**config.mk**
```make
export PLATFORM = sky130hd
export DESIGN_NAME = draw_cmd_arbiter
export DESIGN_NICKNAME = d
export VERILOG_FILES = /design/src/rtl/draw_cmd_arbiter.sv
export SDC_FILE = /design/constraint.sdc
export NUM_CORES = 1
export LEC_CHECK = 0
export ABC_AREA = 0
export BUFFER_PORTS_ARGS = -buffer_cell sky130_fd_sc_hd__buf_2
export CAP_MARGIN = 15
export CORE_UTILIZATION = 41
export CTS_CLUSTER_SIZE = 10
export DETAILED_ROUTE_END_ITERATION = 7
export PLACE_DENSITY = 0.77
export RECOVER_POWER = 100
export REMOVE_ABC_BUFFERS = 1
export SETUP_SLACK_MARGIN = 0.4
export SLEW_MARGIN = 20
export SYNTH_ARGS = -nofsm -noshare
export SYNTH_HDL_FRONTEND = slang
export SYNTH_SLANG_ARGS = --single-unit
```
**constraint.sdc**
```tcl
create_clock -name clk -period 3.7 [get_ports clk]
set_input_delay 0.185 -clock clk [delete_from_list [all_inputs] [get_ports clk]]
set_output_delay 0.185 -clock clk [all_outputs]
set_load 0.01 [all_outputs]
```
**src/rtl/draw_cmd_arbiter.sv**
```systemverilog
// draw_cmd_arbiter: shares one triangle draw engine between NREQ command sources.
// Round-robin grant over valid/ready, vertex capture with power-of-two scaling,
// engine start/done handshake and a per-requester completion pulse.
//
// Ports:
//   clk, rst                  clock, synchronous active-high reset
//   req_valid_i / req_ready_o per-requester command handshake (ready is one-hot, IDLE only)
//   req_vert_i                per requester {y2,x2,y1,x1,y0,x0}, x0 in LSBs, req 0 lowest
//   req_cidx_i                per-requester colour index
//   cmd_done_o                one-cycle completion pulse for the granted requester
//   grant_id_o                index of the requester owning the engine
//   busy_o                    high from accept through the completion pulse
//   eng_start_o               one-cycle start pulse to the draw engine
//   eng_x0_o..eng_y2_o        scaled vertices, held while busy
//   eng_cidx_o                colour index, held while busy
//   eng_done_i                engine completion pulse
module draw_cmd_arbiter #(
  parameter int unsigned NREQ  = 2,
  parameter int unsigned CORDW = 16,
  parameter int unsigned CIDXW = 4,
  parameter int unsigned SCALE = 1
) (
  input  logic                       clk,
  input  logic                       rst,
  input  logic [NREQ-1:0]            req_valid_i,
  output logic [NREQ-1:0]            req_ready_o,
  input  logic [NREQ*6*CORDW-1:0]    req_vert_i,
  input  logic [NREQ*CIDXW-1:0]      req_cidx_i,
  output logic [NREQ-1:0]            cmd_done_o,
  output logic [$clog2(NREQ)-1:0]    grant_id_o,
  output logic                       busy_o,
  output logic                       eng_start_o,
  output logic signed [CORDW-1:0]    eng_x0_o,
  output logic signed [CORDW-1:0]    eng_y0_o,
  output logic signed [CORDW-1:0]    eng_x1_o,
  output logic signed [CORDW-1:0]    eng_y1_o,
  output logic signed [CORDW-1:0]    eng_x2_o,
  output logic signed [CORDW-1:0]    eng_y2_o,
  output logic [CIDXW-1:0]           eng_cidx_o,
  input  logic                       eng_done_i
);

  localparam int unsigned IDW   = $clog2(NREQ);
  localparam int unsigned VW    = 6 * CORDW;
  // Scaling by 1/2/4 is a left shift; overflow wraps (no saturation).
  localparam int unsigned SHIFT = (SCALE == 4) ? 2 : ((SCALE == 2) ? 1 : 0);

  typedef enum logic [1:0] {IDLE, START, WAIT, DONE} state_e;

  state_e           state_q;
  logic [IDW-1:0]   ptr_q;
  logic [IDW-1:0]   grant_q;
  logic [CORDW-1:0] vert_q [6];
  logic [CIDXW-1:0] cidx_q;
  logic             busy_q;
  logic             start_q;
  logic [NREQ-1:0]  done_q;

  logic [IDW-1:0]   grant_c;
  logic             any_valid_c;
  logic [VW-1:0]    sel_vert_c;
  logic [CIDXW-1:0] sel_cidx_c;

  // Round-robin search starting at ptr_q; first valid requester wins.
  always_comb begin
    int unsigned idx;
    logic        found;
    idx         = 0;
    found       = 1'b0;
    grant_c     = ptr_q;
    any_valid_c = |req_valid_i;
    for (int unsigned k = 0; k < NREQ; k++) begin
      idx = 32'(ptr_q) + k;
      if (idx >= NREQ) idx = idx - NREQ;
      if (!found && req_valid_i[IDW'(idx)]) begin
        grant_c = IDW'(idx);
        found   = 1'b1;
      end
    end
  end

  // Payload of the requester being granted this cycle.
  always_comb begin
    sel_vert_c = VW'(req_vert_i >> (32'(grant_c) * VW));
    sel_cidx_c = CIDXW'(req_cidx_i >> (32'(grant_c) * CIDXW));
  end

  // Ready depends only on state and valid, never on itself.
  assign req_ready_o = (state_q == IDLE && any_valid_c) ? (NREQ'(1) << grant_c) : '0;

  // Arbitration / engine handshake FSM with registered outputs.
  always_ff @(posedge clk) begin
    if (rst) begin
      state_q <= IDLE;
      ptr_q   <= '0;
      grant_q <= '0;
      cidx_q  <= '0;
      busy_q  <= 1'b0;
      start_q <= 1'b0;
      done_q  <= '0;
      for (int k = 0; k < 6; k++) vert_q[k] <= '0;
    end else begin
      start_q <= 1'b0;
      done_q  <= '0;
      case (state_q)
        IDLE: begin
          if (any_valid_c) begin
            grant_q <= grant_c;
            for (int k = 0; k < 6; k++) vert_q[k] <= sel_vert_c[k*CORDW +: CORDW] << SHIFT;
            cidx_q  <= sel_cidx_c;
            busy_q  <= 1'b1;
            start_q <= 1'b1;
            state_q <= START;
          end
        end
        START: begin
          // A done arriving alongside start is a zero-length draw.
          if (eng_done_i) begin
            done_q  <= NREQ'(1) << grant_q;
            state_q <= DONE;
          end else begin
            state_q <= WAIT;
          end
        end
        WAIT: begin
          if (eng_done_i) begin
            done_q  <= NREQ'(1) << grant_q;
            state_q <= DONE;
          end
        end
        DONE: begin
          busy_q  <= 1'b0;
          ptr_q   <= (grant_q == IDW'(NREQ - 1)) ? '0 : grant_q + IDW'(1);
          state_q <= IDLE;
        end
        default: state_q <= IDLE;
      endcase
    end
  end

  assign grant_id_o  = grant_q;
  assign busy_o      = busy_q;
  assign eng_start_o = start_q;
  assign cmd_done_o  = done_q;
  assign eng_x0_o    = vert_q[0];
  assign eng_y0_o    = vert_q[1];
  assign eng_x1_o    = vert_q[2];
  assign eng_y1_o    = vert_q[3];
  assign eng_x2_o    = vert_q[4];
  assign eng_y2_o    = vert_q[5];
  assign eng_cidx_o  = cidx_q;

endmodule

```
==> flow_metrics.py <==
metrics = {
    "die": {
        "rows": 43,
        "io_pins": 312,
        "start_util": 0.425,
        "die_y_um": 122,
        "die_x_um": 122,
        "core_area_mm2": 0.0140,
        "die-area_mm2": 0.0150,
    },
    "synth": {
        "synth_edf_count": 96,
        "synth_seq_cells": 108,
        "synthCells": 531,
        "avgSynthCellArea_um2": 11.2,
        "yosysWarningCount": 0,
        "synth.cell_area_mm2": 0.00594,
        "synthArstFlopShare": 0,
        "synth_compound_area_frac": 0.308,
        "yosys.area_share.simple": 0.0792,
        "muxShareOfSynthArea": 0.00169,
        "synth-xor-area-share": 0,
        "synth_cell_types": 32,
        "synth_ff_type": "edfxtp_1",
        "synthAdderAreaFrac": 0.0105,
        "synth_top_family_by_area": "compound AO/OA/AOI/OAI gates",
        "synth-seq-area-share": 0.526,
    },
    "power": {
        "power_density_mw_per_mm2": 583,
        "sequentialPowerShare": 0.433,
        "netSwitchingFraction": 0.364,
        "power_frac_comb": 0.333,
        "p_clk_frac": 0.234,
        "ir_worst_vdd_uv": 292,
        "power_leakage_nw": 3.19,
        "switchingPower_mw": 1.62,
        "internal_power_mw": 2.83,
    },
    "final_layout": {
        "layout-drive-gt1-share": 0.303,
        "post-route-cell-area_mm2": 0.00762,
        "final_cells": 966,
        "final_nets": 990,
        "syn2layout_area_growth_pct": 28.4,
    },
    "sta": {
        "max_slew.worst_pin.slew_ns": 1.17,
        "maxSlewHeadroom": 0.219,
        "fmax_mhz": 352,
        "period_share": 0.768,
        "hold_viol_final": 0,
        "period_needed_ns": 2.84,
        "rsz0062_at_grt": "no",
        "slew_viol_final": 0,
        "setup_violations": 0,
        "fin_ws_ns": 0.857,
        "fin_skew_ns": 0.0105,
    },
    "detailed_routing": {
        "drtIter0Drc": 444,
        "ant_nets": 0,
        "vias": 5935,
        "avgViaCountPerCell": 6.14,
        "route.detailed.drc": 0,
        "first_pass_iters": 5,
        "routed_wl_um": 19200,
        "route.detailed.wl_per_inst_um": 19.9,
    },
    "worst_setup_path": {
        "crit_fanout": 55,
        "startpoint_type": "input pin",
        "cp.required_ns": 3.67,
        "endpoint_kind": "flop",
        "cp.arrival_ns": 2.81,
        "rrSetupSlack_ns": 0.92,
        "r2r-start": "state_q[0]$_SDFFE_PP0P_",
        "rr_worst_depth": 5,
        "rr_endpoint": "vert_q[0][25]$_SDFFCE_PN0P_",
        "critPathKind": "input pin to flop",
    },
    "cts": {
        "cts_tree": "yes",
        "cts_resized": 0,
        "cts_hold_buf": 0,
        "htree_levels": 3,
        "clock_latency_ns": 0.35,
        "ctsLongestPathBuffers": 2,
        "post_cts_buffers": 0,
        "clk_pin_slew_ns": 0.07,
        "cts-root-buf": "clkbuf_16",
        "cts_buffers": 9,
        "clock-sinks": 108,
    },
    "place": {
        "placedCellCount": 949,
        "hpwl_um": 12200,
        "pre_cts_ws_ns": 1.16,
        "placed_cell_area_mm2": 0.00746,
        "finalWeightedCongestion": 0.797,
        "port_buffers": 311,
    },
    "grt": {
        "grt_pass1_wl_um": 29000,
        "grt_overflow": 0,
        "antenna_found_initial": 1,
        "grt_pass1_vias": 5571,
        "grt.total_usage": 0.247,
        "grt_max_degree": 99,
    },
    "outcome": {
        "status": "finished clean",
    },
    "min_path": {
        "hp-start": "req_cidx_i[7]",
        "min_delay_path_depth": 2,
        "hp-class": "input pin to flop",
        "whs_endpoint": "eng_cidx_o[3]$_SDFFE_PP0N_",
    },
    "flow_run": {
        "maxCapViolCount": 0,
    },
}
## Yosys cell counts (2+ instances only)
master | count | area, um2
o2111ai_1 | 192 | 1680
nand2_1 | 100 | 375
edfxtp_1 | 96 | 2880
clkbuf_1 | 42 | 158
buf_2 | 26 | 130
buf_4 | 15 | 113
dfxtp_1 | 12 | 240
ha_1 | 5 | 62.6
a221o_1 | 4 | 40.0
inv_1 | 4 | 15.0
nor3b_1 | 4 | 30.0
a21oi_1 | 3 | 15.0
inv_2 | 3 | 11.3
a211o_1 | 2 | 17.5
a211oi_1 | 2 | 15.0
buf_1 | 2 | 7.51
nand2b_1 | 2 | 12.5
nor2_1 | 2 | 7.51
nor3_1 | 2 | 10.0
## power by group through the flow
| stage | Clock (mW) | Combinational [mW] | Sequential, mW |
|---|---|---|---|
| after detailed placement | 0 | 1.58 | 1.94 |
| after global routing | 1.10 | 1.63 | 1.96 |
| final | 1.04 | 1.48 | 1.93 |
| after global placement | 0 | 1.56 | 1.93 |
| after floorplan | 0 | 0.585 | 2.17 |
| after CTS | 1.06 | 1.58 | 1.92 |
## kinds of logic after synthesis
kind of cell	after synthesis
fa+ha+maj	5
buf+inv	93
flops	108
simple gates	114
compound gates	210
mux	1
## per-stage QoR
stage	power, mW	hold slack, ns	utilization	TNS (ns)
floorplan	2.75	0.257	-	-0.0105
global placement	3.49	0.410	0.533	0
detailed placement	3.52	0.418	0.533	0
CTS	4.56	0.0411	0.556	0
global route	4.69	0.0499	0.545	0
finish	4.45	0.0553	0.545	0
## metal layers
layer  share of wire  global-route usage  routed length [um]  vias to the layer above
li1                -                   -                   -                     2747
met1            0.40               0.317                7740                     2815
met2            0.49               0.409                9350                      330
met3           0.079              0.0400                1510                       43
met4           0.032               0.111                 616                        0
met5               0                   0                   0                        -
## state kept, by name (all words and copies together) (netlist names)
name and flops:
busy_o 1, cmd_done_o 2, eng_cidx_o 4, eng_start_o 1, grant_id_o 1, ptr_q 1
state_q 2, vert_q 96
## placed cells by master, fill, tap and decap left out, types with 4 or more instances in the layout
master     count
a221o_1        4
buf_2        202
buf_4          9
clkbuf_1     109
clkbuf_16      9
dfxtp_1       11
edfxtp_1      96
ha_1           5
inv_1          4
nand2_1      100
nor3b_1        4
o2111ai_1    192
## how the worst max path moves through the flow
stage	from	end	slack [ns]	cells past startpoint
final	req_valid_i[1]	vert_q[0][25]$_SDFFCE_PN0P_	0.86	4
after CTS	ptr_q$_SDFFE_PP0P_	req_ready_o[1]	1.35	4
after global placement	req_valid_i[1]	vert_q[0][78]$_SDFFCE_PN0P_	1.20	5
after floorplan	ptr_q$_SDFFE_PP0P_	grant_id_o$_SDFFE_PP0N_	-0.01	3
after detailed placement	req_valid_i[1]	vert_q[0][40]$_SDFFCE_PN0P_	1.16	5
after global routing	req_valid_i[1]	vert_q[0][42]$_SDFFCE_PN0P_	0.64	4
## final cells by class
| cell class | instances | area (um2) |
|---|---|---|
| Fill cell | 1319 | 6360 |
| Tap cell | 180 | 225 |
| Inverter | 7 | 30.0 |
| Clock inverter | 7 | 91.3 |
| Multi-Input combinational cell | 330 | 2370 |
| Clock buffer | 9 | 225 |
| Timing Repair Buffer | 324 | 1550 |
| Sequential cell | 108 | 3130 |
| Antenna cell | 1 | 2.50 |
## critical path: stages
cell and delay (ns):
clkbuf_2 0.85, o21ai_0 0.45, nand2b_4 0.51, clkbuf_1 0.77
Power figures use the tool's default switching activity.
